## config.mk

```make
export PLATFORM = sky130hd
export DESIGN_NAME = food_layer_buffer
export DESIGN_NICKNAME = d
export VERILOG_FILES = /design/src/rtl/food_layer_buffer.sv
export SDC_FILE = /design/constraint.sdc
export NUM_CORES = 2
export LEC_CHECK = 0
export CAP_MARGIN = 10
export CORE_ASPECT_RATIO = 1.1
export CORE_MARGIN = 4
export CORE_UTILIZATION = 46
export CTS_CLUSTER_SIZE = 25
export DETAILED_ROUTE_END_ITERATION = 8
export PLACE_DENSITY_LB_ADDON = 0.3
export REMOVE_ABC_BUFFERS = 1
export SLEW_MARGIN = 20
export SYNTH_ARGS = -nofsm -noshare
export SYNTH_HDL_FRONTEND = slang
export SYNTH_SLANG_ARGS = --single-unit
```

## constraint.sdc

```tcl
create_clock -name clk_clk -period 84.4 [get_ports clk_clk]
set_clock_uncertainty 0.15 [all_clocks]
set_input_delay 16.88 -clock clk_clk [delete_from_list [all_inputs] [get_ports clk_clk]]
set_output_delay 16.88 -clock clk_clk [all_outputs]
set_load 0.02 [all_outputs]
```

## src/rtl/food_layer_buffer.sv

```systemverilog
// Double-buffered food-layer store: PIO row writes land in a shadow array,
// which is copied to the active array on each vertical-blank rising edge.
module food_layer_buffer #(
    parameter int ROWS  = 32,
    parameter int COLS  = 32,
    parameter int ROW_W = 5,
    parameter int COL_W = 5
) (
    input  logic             clk_clk,
    input  logic             reset_reset,
    input  logic [COLS-1:0]  layer_data,
    input  logic [ROW_W-1:0] layer_row,
    input  logic             vblank,
    input  logic             rd_en,
    input  logic [ROW_W-1:0] rd_row,
    input  logic [COL_W-1:0] rd_col,
    output logic             rd_data,
    output logic             rd_valid,
    output logic             refresh_image,
    output logic [ROWS-1:0]  dirty_mask
);

    logic [COLS-1:0]  r_shadow [ROWS];
    logic [COLS-1:0]  r_active [ROWS];
    logic [ROW_W-1:0] r_row_q;
    logic [COLS-1:0]  r_data_q;
    logic             r_vblank_q;
    logic [ROWS-1:0]  r_dirty;
    logic             r_rd_data;
    logic             r_rd_valid;
    logic             r_refresh;

    logic             w_commit;
    logic             w_vblank_rise;
    logic [ROWS-1:0]  w_dirty_next;

    assign w_commit      = (layer_row != r_row_q) || (layer_data != r_data_q);
    assign w_vblank_rise = vblank & ~r_vblank_q;

    // Dirty tracking: a copy clears everything, a same-edge commit re-marks its row.
    always_comb begin
        w_dirty_next = w_vblank_rise ? '0 : r_dirty;
        if (w_commit) begin
            w_dirty_next[layer_row] = 1'b1;
        end else begin
            w_dirty_next = w_dirty_next;
        end
    end

    // Bus history and vblank edge detector; vblank_q resets high to avoid a spurious copy.
    always_ff @(posedge clk_clk or posedge reset_reset) begin
        if (reset_reset) begin
            r_row_q    <= '0;
            r_data_q   <= '0;
            r_vblank_q <= 1'b1;
            r_dirty    <= '0;
            r_refresh  <= 1'b0;
        end else begin
            r_row_q    <= layer_row;
            r_data_q   <= layer_data;
            r_vblank_q <= vblank;
            r_dirty    <= w_dirty_next;
            r_refresh  <= w_vblank_rise;
        end
    end

    // Shadow array capture on any PIO bus change.
    always_ff @(posedge clk_clk or posedge reset_reset) begin
        if (reset_reset) begin
            for (int i = 0; i < ROWS; i++) r_shadow[i] <= '0;
        end else if (w_commit) begin
            r_shadow[layer_row] <= layer_data;
        end
    end

    // Frame copy; non-blocking semantics give the pre-commit shadow contents.
    always_ff @(posedge clk_clk or posedge reset_reset) begin
        if (reset_reset) begin
            for (int i = 0; i < ROWS; i++) r_active[i] <= '0;
        end else if (w_vblank_rise) begin
            for (int i = 0; i < ROWS; i++) r_active[i] <= r_shadow[i];
        end
    end

    // Single-bit read port, 1-cycle latency; data holds when not reading.
    always_ff @(posedge clk_clk or posedge reset_reset) begin
        if (reset_reset) begin
            r_rd_data  <= 1'b0;
            r_rd_valid <= 1'b0;
        end else begin
            r_rd_valid <= rd_en;
            if (rd_en) r_rd_data <= r_active[rd_row][rd_col];
        end
    end

    assign rd_data       = r_rd_data;
    assign rd_valid      = r_rd_valid;
    assign refresh_image = r_refresh;
    assign dirty_mask    = r_dirty;

endmodule

```

* After elaboration in Yosys (flattened, before gate mapping)
Index checks and enable logic that the tools add are counted.
** Cells by class
- Magnitude comparators :: 6
- Equal/unequal tests :: 2
- Multiplexer cells :: 12
- Bitwise logic cells :: 5
- Reduce and logical (&&, ||, !) cells :: 3
** Operator list (count)
- $bwmux 1024 :: 1
- $bmux 32 s5 :: 1
- $demux 32 s5 :: 1
- $mux 32 :: 5
- $ne 32x32->1 :: 1
- $or 32x32->32 :: 1
- $ge 6x6->1 const B :: 2
- $lt 5x6->1 const B :: 2
- $not 5->6 :: 2
- $lt 6x1->1 const B :: 1
- $bmux 1 s5 :: 1
- $demux 1 s5 :: 1
- $ge 5x1->1 const B :: 1
- $ne 5x5->1 :: 1
- $logic_and 1x1->1 :: 2
- $mux 1 :: 2
- $and 1x1->1 :: 1
- $logic_or 1x1->1 :: 1
- $not 1->1 :: 1
** Word-level totals
- Register bits :: 2121
- Bits of input ports :: 51
- Output and inout bits :: 35
- Logic and storage cells :: 99

* Longest topological paths before layout
- Depth in word-level cells :: 6
- Depth in mapped cells :: 15
- Mapped depth without buffers :: 8

* Least setup slack after synthesis
No wires, ideal clock.
- Kind :: input port to flip-flop
- From :: input port rd_row[4]
- To :: register r_rd_data (netlist: rd_data)
- Library setup time :: 130 ps
- Arrival time :: 19173 ps
- Data required time :: 84120 ps
- Slack :: 64946 ps
- Stages on the path :: 11
- Buffers on the path :: 3
- Path through :: clkbuf_1 buf_2 buf_1 mux4_2 a22oi_1 nand3_1 a21oi_1 nor4_1 or4_1 o2111ai_1 nand3_1
** On the way
- Word-level cells in the longest chain between the ends :: 6
** RTL lines
- start: declaration :: RTL line 15 : input logic [ROW_W-1:0] rd_row,
- $not 5->6 (not written as such) :: RTL line 92 : if (rd_en) r_rd_data <= r_active[rd_row][rd_col];
- $bmux 32 s5 :: RTL line 92
- $mux 32 (not written as such) (2 in series) :: RTL line 92
- $bmux 1 s5 :: RTL line 92
- $mux 1 (not written as such) :: RTL line 92
- end signal: assignment :: RTL line 92
- end: declaration :: RTL line 29 : logic r_rd_data;
Every way passes these cells. The select of a mux whose other input is x is not followed.
A chain may end at the register's enable or synchronous reset.

==> out/qor.csv <==
stage,metric,value,unit
status,status,completed,
critical_path,crit_path_max_incr_delay,0.88,ns
route,vias_per_cell,5.530,
floorplanning,core_area,188500,µm²
logic_synthesis,synth_cell_types,56,
finish,drive_gt1_frac,0.2326,
critical_path,cp.arrival,21.62,ns
grt,gr-usage-met2,0.3852,
timing,fmax,47.70,MHz
route,num_vias,56040,
route,first_pass_iters,5,
place,dp_slack,62.15,ns
clock_tree,tritoncts,built,
clock_tree,post_cts_buffers,0,
power_and_ir_drop,peakVddDrop,22.13,µV
clock_tree,cts_buffers,201,
floorplanning,core.rowCount,167,
critical_path,required,85.05,ns
timing,fin_crit_sh,0.2484,
route,wl,230.7,mm
place,place.port_buffers,85,
timing,slew_headroom,0.1825,
logic_synthesis,synth_enable_flop_cells,0,
finish,fin_nets,7490,
finish,final_cells,10140,
finish,layout_common_cells,"3152 x nand2_1, 2120 x dfrtp_1, 1031 x mux2_2, 223 x mux4_2, 209 x clkbuf_16",
route,post-route-drc-count,0,
grt,grt_pass1_wl,354.1,mm
timing,rsz0062_at_grt,false,
timing,setup_viol,0,
critical_path,crit_fanout,172,
clock_tree,cts_htree_levels,4,
critical_path,crit_type,in -> async,
grt,grt-ovfl-total,0,
finish,final_util,0.5163,
floorplanning,io_pins,86,
critical_path,timing.critical_path.mode_cell,buf_4,
finish,fill_cells,16260,
hold_path,hold_path.class,reg -> reg,
clock_tree,cts.sink_count,2121,
timing,worst_slew_pin_slew,1.226,ns
timing,final_max_slew_viol_count,0,
grt,grt_start_max_net_pins,208,
route,routedWlPerCell,22.77,µm
power_and_ir_drop,power_density,27.24,nW/µm²
clock_tree,path_clk_slew,0.06,ns
grt,use_met3,0.03831,
finish,area_delta_synth_final,11.44,%
critical_path,critPathLaunchType,input pin,
logic_synthesis,postSynthAreaPerCell,11.59,µm²
logic_synthesis,mappedNetlistArea,87330,µm²
logic_synthesis,synth_seq_cells,2121,
timing,fin_ws,63.44,ns
critical_path,slowest_stage,buf_4,
timing,finalSetupTns,0,ns
clock_tree,clock_latency,0.84,ns
logic_synthesis,ys_warn_count,0,
floorplanning,die_x,423.4,µm
power_and_ir_drop,power,0.002650,W
timing,hold_viol_final,0,
place,hpwl,128.4,mm
grt,antenna_found_initial,11,
critical_path,critPathBufInv,6,
logic_synthesis,ys_async_sr_fraction,1.000,
timing,finalCriticalPeriod,20.96,ns
floorplanning,die_y,465.0,µm
grt,use_met1,0.3197,
critical_path,cpLargestDelayFamily,buffers and inverters,
clock_tree,cts_resized,0,
logic_synthesis,synthFlopType,dfrtp_1,
logic_synthesis,synthCells,7537,
critical_path,endpoint_kind,asynchronous set/reset pin,
power_and_ir_drop,leakage,47.24,nW
grt,grt_pass1_vias,57080,
run,max_cap_violations,0,
critical_path,path_cells,clkdlybuf4s50_1 > inv_8 > buf_12 > buf_4 > buf_4 > buf_4,
floorplanning,die_area,196900,µm²
place,place_inst,9770,
clock_tree,clock_path_buffers,3,
route,ant_nets,0,
clock_tree,cts_hold_buf,0,
clock_tree,cts-root-buf,clkbuf_16,
logic_synthesis,seq_area_frac_synth,0.6078,
place,gp_congestion,0.8271,
grt,globalRouteTotalUtil,0.2348,
grt,top_usage_layer,met2,
route,drt-initial-drc-count,5341,
finish,final_common_cell,nand2_1,
floorplanning,initial_core_util,0.4633,
==> cells by family after synthesis <==
kind of cell	share of synthesized area
and+or+nand+nor	0.1469
muxes	0.2025
AOI/OAI and AO/OA	0.01334
buffers and inverters	0.02568
xor gates and xnor gates	0.003711
DFF	0.6078
==> cell type report <==
cell class              instances  area (µm²)  area share
flip-flops and latches       2121       53080      0.5454
clock inverters                58       631.9    0.006493
clock buffers                 300        6112     0.06281
multi-input cells            4876       32180      0.3307
repair buffers                230        2077     0.02134
well taps                    2535        3172     0.03259
inverters                       9       48.80   0.0005014
diodes                          6       15.01   0.0001543
==> routing by layer <==
layer | wire, µm | part of all wire
met2 | 110800 | 0.48
met3 | 13050 | 0.057
met4 | 8103 | 0.035
met5 | 41 | 0.00018
met1 | 98770 | 0.43
==> tightest hold or removal path, cell delays in order, from the launching register on <==
cell	delay, ns
dfrtp_1	0.34
nand2_1	0.05
nand2_1	0.05
==> state kept, by name, summed over array words and instances, names as in the netlist <==
name           cells
rd_valid           1
refresh_image      1
r_row_q            5
r_active        1024
r_shadow        1024
rd_data            1
r_vblank_q         1
r_data_q          32
dirty_mask        32
==> cells in the mapped netlist (3+ instances only) <==
cell type,instances,area share
nand2_1,3165,0.14
dfrtp_1,2120,0.61
mux2_2,1031,0.13
clkbuf_1,429,0.018
mux4_2,223,0.058
mux2i_1,66,0.0076
buf_2,45,0.0026
nor2_1,41,0.0018
a22oi_1,39,0.0034
nand3_1,35,0.0020
xnor2_1,35,0.0035
buf_1,27,0.0012
a21oi_1,24,0.0014
nand4_1,21,0.0015
nor3_1,21,0.0012
buf_4,20,0.0017
nor2b_1,19,0.0014
o221ai_1,17,0.0017
a21o_1,16,0.0014
mux4_1,15,0.0045
a31oi_1,12,0.00086
o21ai_0,10,0.00057
buf_6,9,0.0012
nor4_1,9,0.00064
o22ai_1,9,0.00064
a221oi_1,6,0.00060
inv_1,6,0.00026
nand2b_1,6,0.00043
o211ai_1,6,0.00052
a211oi_1,5,0.00043
and2_1,4,0.00029
nand3b_1,4,0.00034
o311ai_0,4,0.00040
and3_1,3,0.00021
nor3b_1,3,0.00026
o2111ai_1,3,0.00030
==> per-stage QoR <==
stage	hold WS, ns	instance area (µm²)
after detailed placement	0.2934	90510
final	0.2931	97310
after global placement	0.2907	90490
after global routing	0.3166	97310
after floorplan	0.2813	85120
after CTS	0.2926	97260
==> where the power goes <==
part | switching, W | internal (W)
Sequential | 0.000114 | 0.00124
Combinational | 0.000186 | 0.000190
Clock | 0.000388 | 0.000532
Total | 0.000689 | 0.00196
==> final timing paths <==
path / startpoint / endpoint / slack [ns] / cells after the start
max: reset_reset / r_shadow[606] / 63.44 / 6
max in group clk_clk: layer_data[0] / r_shadow[663] / 63.73 / 10
min in group asynchronous: reset_reset / refresh_image / 16.52 / 2
min: r_shadow[49] / r_active[49] / 0.29 / 2
min reg2reg: r_shadow[49] / r_active[49] / 0.29 / 2
max reg2reg: r_data_q[0] / r_shadow[663] / 80.31 / 8
(Power assumes the default switching activity.)
